<file path="config.mk">
export PLATFORM = sky130hd
export DESIGN_NAME = fetch_btb
export DESIGN_NICKNAME = d
export VERILOG_FILES = /design/src/rtl/fetch_btb_pkg.sv /design/src/rtl/fetch_btb_btb_table.sv /design/src/rtl/fetch_btb.sv
export SDC_FILE = /design/constraint.sdc
export NUM_CORES = 1
export LEC_CHECK = 0
export ABC_CLOCK_PERIOD_IN_PS = 9000
export CAP_MARGIN = 20
export CORE_ASPECT_RATIO = 1.4
export CORE_MARGIN = 3
export CORE_UTILIZATION = 55
export CTS_CLUSTER_DIAMETER = 50
export DETAILED_ROUTE_END_ITERATION = 8
export PLACE_DENSITY = 0.75
export RECOVER_POWER = 25
export SLEW_MARGIN = 5
export SYNTH_ARGS = -nofsm -noshare
export SYNTH_HDL_FRONTEND = slang
export SYNTH_SLANG_ARGS = --single-unit
</file>
<file path="constraint.sdc">
create_clock -name clk -period 9 [get_ports clk]
set_clock_uncertainty 0.2 [all_clocks]
set_input_delay 1.8 -clock clk [delete_from_list [all_inputs] [get_ports clk]]
set_output_delay 1.8 -clock clk [all_outputs]
set_load 0.1 [all_outputs]
</file>
<file path="src/rtl/fetch_btb_pkg.sv">
// Shared constants, counter encodings and BTB geometry helpers for the fetch stage.
package fetch_btb_pkg;

    localparam int unsigned INSTR_BYTES = 4;
    localparam int unsigned PC_W        = 32;

    typedef enum logic [1:0] {
        SNT = 2'd0,
        WNT = 2'd1,
        WT  = 2'd2,
        ST  = 2'd3
    } ctr_e;

    function automatic int unsigned idx_bits(input int unsigned entries);
        return $clog2(entries);
    endfunction

    function automatic int unsigned tag_bits(input int unsigned entries);
        return PC_W - idx_bits(entries) - 2;
    endfunction

    function automatic ctr_e ctr_inc(input ctr_e c);
        return (c == ST) ? ST : ctr_e'(c + 2'd1);
    endfunction

    function automatic ctr_e ctr_dec(input ctr_e c);
        return (c == SNT) ? SNT : ctr_e'(c - 2'd1);
    endfunction

endpackage

</file>
<file path="src/rtl/fetch_btb_btb_table.sv">
// Direct-mapped BTB storage: combinational lookup port, synchronous train/allocate port.
module btb_table
    import fetch_btb_pkg::*;
#(
    parameter int unsigned ENTRIES = 16
) (
    input  logic            clk,
    input  logic            rst,
    input  logic [PC_W-1:0] rd_pc,
    output logic            rd_hit,
    output logic [PC_W-1:0] rd_target,
    input  logic            upd_valid,
    input  logic [PC_W-1:0] upd_pc,
    input  logic            upd_taken,
    input  logic [PC_W-1:0] upd_target
);

    localparam int unsigned IDX_W = idx_bits(ENTRIES);
    localparam int unsigned TAG_W = tag_bits(ENTRIES);

    logic [ENTRIES-1:0] valid_q;
    logic [TAG_W-1:0]   tag_q    [ENTRIES];
    logic [PC_W-1:0]    target_q [ENTRIES];
    ctr_e               ctr_q    [ENTRIES];

    logic [IDX_W-1:0] rd_idx;
    logic [IDX_W-1:0] upd_idx;
    logic [TAG_W-1:0] rd_tag;
    logic [TAG_W-1:0] upd_tag;

    logic             upd_match;
    logic             wr_en_d;
    logic [PC_W-1:0]  wr_target_d;
    ctr_e             wr_ctr_d;

    assign rd_idx  = rd_pc[IDX_W+1:2];
    assign rd_tag  = rd_pc[PC_W-1:IDX_W+2];
    assign upd_idx = upd_pc[IDX_W+1:2];
    assign upd_tag = upd_pc[PC_W-1:IDX_W+2];

    // Reads see pre-edge contents, so a same-cycle update becomes visible next cycle.
    assign rd_hit    = valid_q[rd_idx] && (tag_q[rd_idx] == rd_tag) && (ctr_q[rd_idx] >= WT);
    assign rd_target = target_q[rd_idx];

    always_comb begin
        upd_match   = valid_q[upd_idx] && (tag_q[upd_idx] == upd_tag);
        wr_en_d     = 1'b0;
        wr_target_d = target_q[upd_idx];
        wr_ctr_d    = ctr_q[upd_idx];
        if (upd_valid) begin
            if (upd_match) begin
                wr_en_d = 1'b1;
                if (upd_taken) begin
                    wr_target_d = upd_target;
                    wr_ctr_d    = ctr_inc(ctr_q[upd_idx]);
                end else begin
                    wr_ctr_d    = ctr_dec(ctr_q[upd_idx]);
                end
            end else if (upd_taken) begin
                wr_en_d     = 1'b1;
                wr_target_d = upd_target;
                wr_ctr_d    = WT;
            end
        end
    end

    always_ff @(posedge clk) begin
        if (rst) begin
            valid_q <= '0;
        end else if (wr_en_d) begin
            valid_q[upd_idx]  <= 1'b1;
            tag_q[upd_idx]    <= upd_tag;
            target_q[upd_idx] <= wr_target_d;
            ctr_q[upd_idx]    <= wr_ctr_d;
        end
    end

endmodule

</file>
<file path="src/rtl/fetch_btb.sv">
// Instruction-fetch stage: PC register, next-PC selection and BTB-based taken prediction.
module fetch_btb
    import fetch_btb_pkg::*;
#(
    parameter int unsigned     BTB_ENTRIES = 16,
    parameter logic [PC_W-1:0] RESET_PC    = 32'h0000_0000
) (
    input  logic            clk,
    input  logic            rst,
    input  logic            stall,
    output logic [PC_W-1:0] imem_addr,
    input  logic [PC_W-1:0] imem_data,
    output logic [PC_W-1:0] instruction,
    output logic [PC_W-1:0] next_pc,
    output logic            hit,
    output logic [PC_W-1:0] pred_target,
    input  logic            upd_valid,
    input  logic [PC_W-1:0] upd_pc,
    input  logic            upd_taken,
    input  logic [PC_W-1:0] upd_target,
    input  logic            redirect,
    input  logic [PC_W-1:0] redirect_pc
);

    logic [PC_W-1:0] pc_q;
    logic [PC_W-1:0] pc_d;
    logic [PC_W-1:0] pc_plus4;

    btb_table #(
        .ENTRIES(BTB_ENTRIES)
    ) u_btb (
        .clk       (clk),
        .rst       (rst),
        .rd_pc     (pc_q),
        .rd_hit    (hit),
        .rd_target (pred_target),
        .upd_valid (upd_valid),
        .upd_pc    (upd_pc),
        .upd_taken (upd_taken),
        .upd_target(upd_target)
    );

    assign pc_plus4    = pc_q + PC_W'(INSTR_BYTES);
    assign imem_addr   = pc_q;
    assign instruction = imem_data;
    assign next_pc     = pc_plus4;

    // Redirect outranks stall: a misprediction must flush even a held fetch.
    always_comb begin
        pc_d = pc_plus4;
        if (redirect) begin
            pc_d = {redirect_pc[PC_W-1:2], 2'b00};
        end else if (stall) begin
            pc_d = pc_q;
        end else if (hit) begin
            pc_d = pred_target;
        end
    end

    always_ff @(posedge clk) begin
        if (rst) begin
            pc_q <= RESET_PC;
        end else begin
            pc_q <= pc_d;
        end
    end

endmodule

</file>
Word-level counts from Yosys, hierarchy flattened
Memory sizes are Yosys's and may differ from the RTL's. A register that Yosys moved wholly into a read port is not among the register bits.
Cells that the tools add are included.
Storage, ports and cells
  register bits: 48
  bits in writable memories: 960
  input port bits: 134
  output and inout port bits: 129
  logic and storage cells: 56
  memories: 3
Cells by class
  add/sub/neg operators: 3
  $lt $le $gt $ge: 4
  equal/unequal tests: 6
  mux-type cells: 29
  bitwise operators: 1
  reduce and logical (&&, ||, !) cells: 7
Memories
  u_btb.target_q: depth 16, bits a word 32, rd ports 1, clocked after memory_dff 1, write ports 1, RTL line fetch_btb_btb_table.sv:23  | logic [PC_W-1:0] target_q [ENTRIES];
  u_btb.tag_q: depth 16, bits a word 26, rd ports 2, clocked after memory_dff 1, write ports 1, RTL line fetch_btb_btb_table.sv:22  | logic [TAG_W-1:0] tag_q [ENTRIES];
  u_btb.ctr_q: depth 16, bits a word 2, rd ports 2, clocked after memory_dff 1, write ports 1, RTL line fetch_btb_btb_table.sv:24  | ctr_e ctr_q [ENTRIES];
Operators with widths (count)
  $mux 32: 5
  $eq 26x26->1: 2
  $add 32x3->32 const B: 1
  $mux 4: 6
  $or 16x16->16: 1
  $mux 2: 6
  $lt 4x5->1 const B: 2
  $mux 1: 9
  $bmux 1 s4: 2
  $demux 1 s4: 1
  $ge 4x1->1 const B: 1
  $logic_and 1x1->1: 4
  $reduce_and 3->1: 1
  $add 2x1->2 const B: 1
  $eq 2x2->1 const B: 1
  $ge 2x2->1 const B: 1
  $logic_not 2->1: 1
  $ne 2x1->1 const B: 1
  $ne 2x2->1 const B: 1
  $reduce_or 2->1: 1
  $sub 2x1->2 const B: 1
  $ne 1x1->1 const B: 1

Depth between registers and ports, before layout
Gate-level depths: netlist (run 1).
  depth after elaboration: 9
  depth in mapped cells: 16
  gate-level depth less buffers: 9

Hierarchy
From an unflattened synthesis (run 1), not the netlist that was laid out.
Second synthesis, totals
  cells, all modules: 2374
  area total of the unflattened synthesis: 44610.3 µm²
By module, submodules not included
  btb_table: instances 1, cells each 1963, area an instance 41715.0 µm², sequential area each 29148.0 µm²
  fetch_btb: instances 1, cells each 411, area an instance 2895.3 µm², sequential area each 640.6 µm²

Worst setup path after synthesis (run 1)
OpenSTA, ideal clock, no wires.
  path kind: input-to-reg
  from: in upd_pc[2]
  to: mem u_btb.ctr_q[10][0] (netlist bit) (enable)
  setup time: 0.448 ns
  data arrival time: 6.664 ns
  required time: 8.352 ns
  setup slack: 1.688 ns
  stages on the path: 13
  path buffers: 5
  cells stage by stage: buf_6 -> buf_6 -> buf_2 -> mux4_2 -> a211oi_1 -> a21oi_1 -> xor2_1 -> or4_4 -> o31ai_4 -> nand2b_2 -> buf_6 -> buf_2 -> nor3_1
On the way
  cells in the longest elaborated chain, start to end: 8
  elaborated cells on any way between the ends: 10
  those cells by class: eq/ne (1); mux (7); reduce/logical (1); memory (1)
Ends and longest elaborated chain
  start: declaration: RTL line fetch_btb.sv:18  | input logic [PC_W-1:0] upd_pc,
  $mem_v2 16x26 / $bmux 1 s4 (equally long branches)
  $eq 26x26->1 / $mux 1 (equally long branches): RTL line fetch_btb_btb_table.sv:46  | upd_match = valid_q[upd_idx] && (tag_q[upd_idx] == upd_tag);
  $logic_and 1x1->1: RTL line fetch_btb_btb_table.sv:46
  $mux 1: RTL line fetch_btb_btb_table.sv:51  | if (upd_match) begin
  $mux 1: RTL line fetch_btb_btb_table.sv:50  | if (upd_valid) begin
  $mux 1: RTL line fetch_btb_btb_table.sv:70  | end else if (wr_en_d) begin
  $mux 1: RTL line fetch_btb_btb_table.sv:68  | if (rst) begin
  $mux 1 (implied by the code): RTL line fetch_btb_btb_table.sv:74  | ctr_q[upd_idx] <= wr_ctr_d;
  end: declaration: RTL line fetch_btb_btb_table.sv:24
Parallel ways exist; a longest one is shown, timed or not. The select of a mux whose other input is x is not followed.

==> results of run 1 <==
==> area by class of cell <==
| type | count | area [um^2] |
|---|---|---|
| Clock inverter | 54 | 469 |
| Clock buffer | 127 | 2590 |
| Multi-Input combinational cell | 1022 | 13500 |
| Inverter | 29 | 110 |
| Fill cell | 5335 | 29100 |
| Sequential cell | 1012 | 29900 |
| Timing Repair Buffer | 257 | 2440 |
| Antenna cell | 12 | 30.0 |
| Tap cell | 1054 | 1320 |
==> logic make-up (layout without fill, tap and decap cells) <==
kind of cell	count (synthesis)	count (layout)
buffers and inverters	215	467
other	0	12
xor gates and xnor gates	71	71
and+or+nand+nor	243	243
AOI/OAI and AO/OA	193	193
adders and majority gates	2	2
muxes	513	513
DFF	1012	1012
==> state kept, by name (all words and copies together), names as in the netlist, named ones only <==
register and flops:
u_btb.valid_q 16, imem_addr 30, u_btb.ctr_q 32, u_btb.tag_q 416, u_btb.target_q 512
==> worst paths after layout <==
path	start	endpoint	slack, ns
hold reg to reg	u_btb.valid_q[11]	u_btb.valid_q[11]	0.30
hold / removal	u_btb.valid_q[11]	u_btb.valid_q[11]	0.30
setup reg to reg	register	imem_addr[13]	3.03
setup / recovery	register	hit	0.88
==> synthesized netlist by cell type, types with 4 or more instances <==
cell / number
sky130_fd_sc_hd__a311oi_1: 4
sky130_fd_sc_hd__nand2_1: 43
sky130_fd_sc_hd__o32ai_2: 4
sky130_fd_sc_hd__clkbuf_1: 69
sky130_fd_sc_hd__buf_6: 9
sky130_fd_sc_hd__edfxtp_1: 960
sky130_fd_sc_hd__a22oi_1: 18
sky130_fd_sc_hd__mux2i_1: 112
sky130_fd_sc_hd__nand4_1: 18
sky130_fd_sc_hd__xor2_1: 22
sky130_fd_sc_hd__mux4_2: 386
sky130_fd_sc_hd__a221oi_1: 10
sky130_fd_sc_hd__nand3_1: 19
sky130_fd_sc_hd__buf_2: 43
sky130_fd_sc_hd__and4_1: 4
sky130_fd_sc_hd__o2111ai_1: 4
sky130_fd_sc_hd__o21ai_0: 22
sky130_fd_sc_hd__and3_1: 24
sky130_fd_sc_hd__a31oi_1: 9
sky130_fd_sc_hd__nor2b_1: 11
sky130_fd_sc_hd__o22ai_1: 34
sky130_fd_sc_hd__inv_1: 28
sky130_fd_sc_hd__nor2_1: 50
sky130_fd_sc_hd__a21oi_1: 36
sky130_fd_sc_hd__o32ai_1: 10
sky130_fd_sc_hd__a22o_1: 6
sky130_fd_sc_hd__or3_1: 8
sky130_fd_sc_hd__dfxtp_1: 52
sky130_fd_sc_hd__xnor2_1: 49
sky130_fd_sc_hd__buf_1: 20
sky130_fd_sc_hd__nand2b_1: 8
sky130_fd_sc_hd__nor3_1: 26
sky130_fd_sc_hd__mux2_2: 15
sky130_fd_sc_hd__and2_1: 8
sky130_fd_sc_hd__buf_4: 45
sky130_fd_sc_hd__or2_2: 4
==> worst max-delay path, cell delays in order (launching register included) <==
cell	delay, ns
sky130_fd_sc_hd__dfxtp_4	0.89
sky130_fd_sc_hd__buf_4	0.85
sky130_fd_sc_hd__mux4_2	0.67
sky130_fd_sc_hd__o22ai_1	0.23
sky130_fd_sc_hd__or3_1	0.15
sky130_fd_sc_hd__nand4_1	0.22
sky130_fd_sc_hd__nor4_1	0.41
sky130_fd_sc_hd__nand4_1	0.45
sky130_fd_sc_hd__nor2_1	0.30
sky130_fd_sc_hd__clkdlybuf4s50_1	1.17
==> per-stage QoR <==
step | instance area [um^2] | util, %
6_report | 50300 | 63.4
5_1_grt | 50300 | 63.4
4_1_cts | 50300 | 63.3
3_5_place_dp | 47200 | 59.5
3_3_place_gp | 47200 | 59.5
2_1_floorplan | 44300 | -
==> routing by layer <==
layer | share of wire, % | global-route usage, % | vias to the layer above | wire, um
met1 | 36 | 39.8 | 13000 | 43900
met4 | 4.0 | 11.9 | 8 | 4900
met3 | 11 | 6.73 | 280 | 13500
li1 | - | - | 9809 | -
met2 | 50 | 48.2 | 1808 | 61200
met5 | 0.036 | 0 | - | 45
==> power by group through the flow <==
| stage | sequential, mW | combinational (mW) | clock, mW |
|---|---|---|---|
| floorplan | 5.38 | 0.840 | 0 |
| global placement | 5.36 | 1.18 | 0 |
| detailed placement | 5.36 | 1.19 | 0 |
| CTS | 5.26 | 1.20 | 3.97 |
| global route | 5.27 | 1.25 | 4.15 |
| finish | 5.26 | 1.20 | 3.93 |
==> results summary, run 1 <==
The top fanout value on the critical path is 66. The standard-cell row count came out at 122. In this run the static leakage power is 15.7 nW. The pre-CTS setup slack is 1.65 ns. Clock tree synthesis selected as its root buffer the cell sky130_fd_sc_hd__clkbuf_16. The path category of the worst min-delay check is reg -> reg. The mux contribution to synthesized area came out at 22.6%. Of the post-synthesis cell area, the dominant cell type holds 65.1%.

The hold buffer count at CTS came out at 0. The clock latency of the later-clocked register in the worst-skew pair is just under 0.7 ns. The minimum clock period after layout is 8.12 ns. The fraction of final layout cells sized beyond drive strength 1 came out at a little over a quarter. STA classifies the critical path startpoint as a register. The average cell area after synthesis came out at 19.7 um^2. The number of cells on the worst reg-to-reg path is 10.

Global routing finished with a remaining overflow of 0. The initial standard-cell utilization of the core came out at 55.8%. After synthesis the netlist holds a flip-flop and latch count of slightly above 1000. The area enclosed by the die boundary came out at 0.0840 mm^2. The count of yosys warnings during synthesis is 0. The post-detailed-route count of antenna-violating nets is 0.

The die is 246 um wide. The relative contribution of combinational cells to total power is 11.6%. The post-detailed-placement half-perimeter wirelength is 73200 um. The via count normalized by instance count is 6.99. The final route contains 24900 vias. Once placement completed, the tool counted placed cells totaling 3373. The starting DRC count in detailed routing came out at about 3000. The synthesized netlist net count came out at about 2400. The final wirelength is 124000 um. The area inside the core boundary came out at approximately 0.079 mm^2. Static timing analysis puts the maximum clock frequency at 123 MHz. The routed length per instance is around 35 um.

The total global-route track usage is approximately 30%. The final max-slew violation count is 0. For this design the ratio of total power to cell area is ~210 mW/mm^2. Counting flops with a built-in enable in the synthesized netlist gives 960. The post-synthesis adder-cell area fraction is less than 1%. Cell internal power was estimated by the tool at approximately 7.8 mW. The leading register cell type out of synthesis is sky130_fd_sc_hd__edfxtp_1.

The global placer's final weighted congestion is 0.923. Setup repair after global routing left no endpoint under its margin. The worst-case IR drop observed on VDD is roughly 0.18 mV. The total standard cell area after synthesis came out at 0.0443 mm^2. The largest net degree at the start of global routing came out at 67. The final number of hold-violating endpoints is 0. The count of distinct cell types in the synthesized netlist came out at 74. In this run the tightest slew margin relative to its limit is 19.0%. The library cell used most frequently in the layout, excluding fill and tap cells, is sky130_fd_sc_hd__edfxtp_1. Data arrives at the worst endpoint at between 6 and 7 ns.

Final hold analysis gives a worst-case slack of 0.296 ns. The setup slack of the critical path after layout is a little under 0.9 ns. Compared with the post-synthesis result, the final layout area differs by 13.7%. The worst setup path is of the reg -> out kind. The share of the clock period used by the worst path came out at 90.2%.

The via count of the first global-routing pass is 25700. After Yosys synthesis, and, or, nand and nor cells account for under 10% of the synthesized area. Across the run, the number of max-cap violations was 0. The floorplan step set the die height to between 300 and 400 um. The library cells used most frequently in the layout, excluding fill and tap cells, are sky130_fd_sc_hd__edfxtp_1, sky130_fd_sc_hd__mux4_2, sky130_fd_sc_hd__clkdlybuf4s50_1, sky130_fd_sc_hd__mux2i_1, sky130_fd_sc_hd__clkbuf_16. The number of buffers created by CTS is 96. The complex-gate fraction of the synthesized area came out at under 10%.

The async set-reset flop share out of synthesis is 0%. The first global-routing pass estimated approximately 180000 um of wire. The transition time at the pin with the least slew margin is 1.21 ns. The depth of the CTS H-tree came out at 3. The total power came out at 10.4 mW. The register area share after synthesis is 67.5%.

After clock tree synthesis, the clock-pin slew on the worst setup and hold paths is 0.07 ns. The required time reported for the critical path endpoint is about 7 ns. In the post-synthesis netlist, the biggest area contributors are sky130_fd_sc_hd__edfxtp_1, sky130_fd_sc_hd__mux4_2, sky130_fd_sc_hd__mux2i_1. The detailed-route DRC error count came out at 0. In this run the post-CTS setup repair buffer count came out at 0.

In this run the tool buffered the top-level ports with ~190 buffer cells. The flow ran to the end, and the final reports show no timing, DRC or antenna violations. The share of total power consumed by net switching is 25.1%.

By area, the combinational part of the netlist is dominated by multiplexers. After Yosys synthesis, XOR and XNOR cells account for 1.41% of the synthesized area. The initial antenna violation count came out at 12. The final-report setup violation count came out at 0. The number of instances resized during post-cts repair is 0. The final setup TNS is 0 ns. The final net count is 2553. The top cell type by total area after synthesis is sky130_fd_sc_hd__edfxtp_1. The count of TritonRoute iterations in the first routing pass came out at 5. The worst setup path is captured at a primary output. The number of stages on the worst hold path came out at 2. The boundary pin count came out at 263.

The part of the total power dissipated in sequential elements is roughly 51%. The maximum number of buffers from clock root to sink came out at 3. For this design, the sink count on the clock tree is 1012. The number of instances in the synthesized netlist is 2249. TritonCTS built the clock tree. In this run the power spent charging and discharging nets is about 2.6 mW. The count of placed standard cells in the final layout, fillers left out is 3567. The clock power share is a little under two fifths.
No activity file was read; power rests on OpenSTA's default activity.
==> inputs of run 2 (changes only) <==
- MAX_ROUTING_LAYER: unset -> met4
- RECOVER_POWER: 25 -> unset
==> run 2 against run 1 <==
  * Cell count barely moved
  * Global-route usage rose by 0.88 points
  * Sequential share of layout area barely moved
  * Hold slack barely moved
  * Die area did not move
  * Core utilization barely moved
  * First-iteration DRC count rose by 3.4%
  * Design area barely moved
  * Via count fell by 0.14%
  * Routed wire length barely moved
  * Worst setup slack improved by 0.020 ns
  * Non-clock buffer count did not move
  * Largest cell class unchanged
  * Highest routed layer is now met4
==> results summary, run 2 (synthesized netlist as in run 1, its figures left out) <==
The maximum number of buffers from clock root to sink is 3 (unchanged). The pre-CTS setup slack came out at 1.65 ns (unchanged). The relative contribution of combinational cells to total power is 11.6% (about the same).

The final setup TNS is 0 ns (unchanged). The clock latency of the later-clocked register in the worst-skew pair is 0.68 ns (about the same). The boundary pin count came out at 263 (unchanged). The area inside the core boundary came out at 0.0794 mm^2 (unchanged). The largest register by flop count is u_btb.target_q (unchanged). The cell-internal power is 7.79 mW (was 7.78 mW). The path category of the worst min-delay check is reg -> reg (unchanged). The detailed-route DRC error count is 0 (unchanged). The setup slack of the worst register-to-register path came out at 3.02 ns (was 3.03 ns). The total global-route track usage came to 30.7% (was 29.8%). Most frequent cells in the layout: sky130_fd_sc_hd__edfxtp_1, sky130_fd_sc_hd__mux4_2, sky130_fd_sc_hd__clkdlybuf4s50_1, sky130_fd_sc_hd__mux2i_1, sky130_fd_sc_hd__clkbuf_16 (unchanged).

The global placer's final weighted congestion came out at 0.939 (was 0.923). The depth of the CTS H-tree came to 3 (unchanged). The final global-route overflow total came to 0 (unchanged). The cell chosen for the clock root is sky130_fd_sc_hd__clkbuf_16 (unchanged).

The via count of the first global-routing pass came out at 25700 (about the same). The initial antenna violation count came out at 9 (was 12). The final max-slew violation count was 0 (unchanged).

The growth of design area from synthesis to finish is 13.7% (about the same). The transition time at the pin with the least slew margin came to 1.20 ns (was 1.21 ns). The clock transition at the registers of the reported paths came out at 0.07 ns (about the same).

The most common library cell in the layout ignoring fill and taps is sky130_fd_sc_hd__edfxtp_1 (unchanged). The total power per unit cell area is 207 mW/mm^2 (about the same). Largest registers: u_btb.target_q: 512 flops, u_btb.tag_q: 416 flops, u_btb.ctr_q: 32 flops (unchanged). The count of maximum capacitance violations came out at 0 (unchanged).

The remaining max-slew budget at the tightest pin was 19.8% (was 19.0%). Result of the run: completed (unchanged). The count of TritonRoute iterations in the first routing pass is 6 (was 5).

The maximum VDD drop came to 0.181 mV (about the same). The TritonCTS clock tree is done (unchanged). The chip width was 246 um (unchanged). The required time reported for the critical path endpoint is 7.00 ns (about the same).

The endpoint kind of the worst setup timing path is a primary output (unchanged). The switching power total came out at 2.61 mW (about the same). The initial standard-cell utilization of the core was 55.8% (unchanged).

The standard cell with the maximum stage delay on the critical path is sky130_fd_sc_hd__clkdlybuf4s50_1 (unchanged). The post-detailed-placement half-perimeter wirelength was 73200 um (unchanged). The total power came out at 10.4 mW (about the same). The flip-flop count of the largest register, all copies and words added was 512 (unchanged). The wire length of the first global-routing pass came out at 179000 um (about the same).

The minimum clock period after layout came out at 8.10 ns (was 8.12 ns). The number of setup buffers added after CTS is 0 (unchanged). The number of instances resized during post-cts repair came out at 0 (unchanged). The final core utilization was 63.4% (about the same).

The largest net degree at the start of global routing is 67 (unchanged). The top fanout value on the critical path was 66 (unchanged). The y dimension of the die is 342 um (unchanged).

The area enclosed by the die boundary came to 0.0840 mm^2 (unchanged). The routed length per instance was 34.6 um (about the same). The placed instance count is 3373 (unchanged).

The standard-cell row count came out at 122 (unchanged). The maximum cell stage delay along the critical path came out at 1.17 ns (about the same). The cell leakage power came out at 15.7 nW (about the same). The post-detailed-route count of antenna-violating nets is 0 (unchanged). The fraction of final layout cells sized beyond drive strength 1 is 26.4% (unchanged). The number of clock sinks seen by CTS came out at 1012 (unchanged). The starting DRC count in detailed routing came out at 3159 (was 3054).

The final number of hold-violating endpoints came to 0 (unchanged). The dominant cell type by count on the critical path is sky130_fd_sc_hd__nand4_1 (unchanged). The area after detailed placement is 0.0472 mm^2 (unchanged).

The number of buffers created by CTS came out at 96 (unchanged). The final-report setup violation count came out at 0 (unchanged). The type of origin of the critical path is a register (unchanged). The tightest hold margin is 0.296 ns (about the same). The share of total power consumed by net switching came out at 25.1% (about the same). The peak clock frequency supported by timing came out at 123 MHz (about the same). Unrepaired setup endpoints after global routing: no (unchanged). The total number of vias was 24900 (about the same). The share of the clock period used by the worst path is 90.0% (was 90.2%).

The final wirelength is 124000 um (about the same). The cell area after layout came out at 0.0503 mm^2 (about the same). The arrival time of the worst setup path is 6.10 ns (was 6.12 ns). Critical path cell sequence: buf_4, mux4_2, o22ai_1, or3_1, nand4_1, nor4_1, nand4_1, nor2_1, clkdlybuf4s50_1 (unchanged).

The hold buffer count at CTS was 0 (unchanged). The number of I/O port buffers came out at 194 (unchanged). The startpoint-to-endpoint class of the critical path is reg -> out (unchanged). The final net count was 2553 (unchanged). The via count normalized by instance count was 6.98 (was 6.99).

The count of placed standard cells in the final layout, fillers left out came out at 3566 (was 3567). The setup slack of the critical path after layout was 0.901 ns (was 0.881 ns). The fill cell total of the finished layout was 5335 (unchanged).

The clock power share is 37.8% (about the same). The part of the total power dissipated in sequential elements came out at 50.6% (was 50.7%).
-- run 2: path summary, 6_finish.rpt --
kind,end,start,depth (start not counted)
worst max-delay path,hit,register,9
worst min-delay path,u_btb.valid_q[11],u_btb.valid_q[11],2
worst max register to register,imem_addr[13],register,10
worst min register to register,u_btb.valid_q[11],u_btb.valid_q[11],2
-- run 2: layout make-up --
cell class | count | area (um^2) | share of cell area [%]
sequential | 1012 | 29900 | 59.4
clock inverter | 54 | 469 | 0.932
timing repair buffer | 257 | 2440 | 4.84
multi-input combinational | 1022 | 13500 | 26.8
tap | 1054 | 1320 | 2.62
clock buffer | 127 | 2590 | 5.15
antenna | 11 | 27.5 | 0.0547
inverter | 29 | 110 | 0.219
-- run 2: metal layers --
layer,share of wire (%),wire length (um),global-route usage [%],vias up
met2,50,61400,48.4,1802
met4,4.0,4990,11.8,0
met5,0,0,-,-
met3,11,13600,6.39,297
met1,35,43500,39.9,13000
li1,-,-,-,9812
-- run 2: critical path, delay by kind of cell, from the launching register on --
| kind | cells | cell delay, ns |
|---|---|---|
| compound gates | 1 | 0.22 |
| buf+inv | 2 | 2.04 |
| flops | 1 | 0.89 |
| mux | 1 | 0.67 |
| simple gates | 5 | 1.51 |
-- run 2: power by group through the flow --
| stage | Clock, mW | Combinational, mW | Sequential [mW] |
|---|---|---|---|
| floorplan | 0 | 0.840 | 5.38 |
| global placement | 0 | 1.18 | 5.36 |
| detailed placement | 0 | 1.19 | 5.36 |
| CTS | 3.97 | 1.20 | 5.26 |
| global route | 4.14 | 1.25 | 5.27 |
| finish | 3.93 | 1.20 | 5.27 |
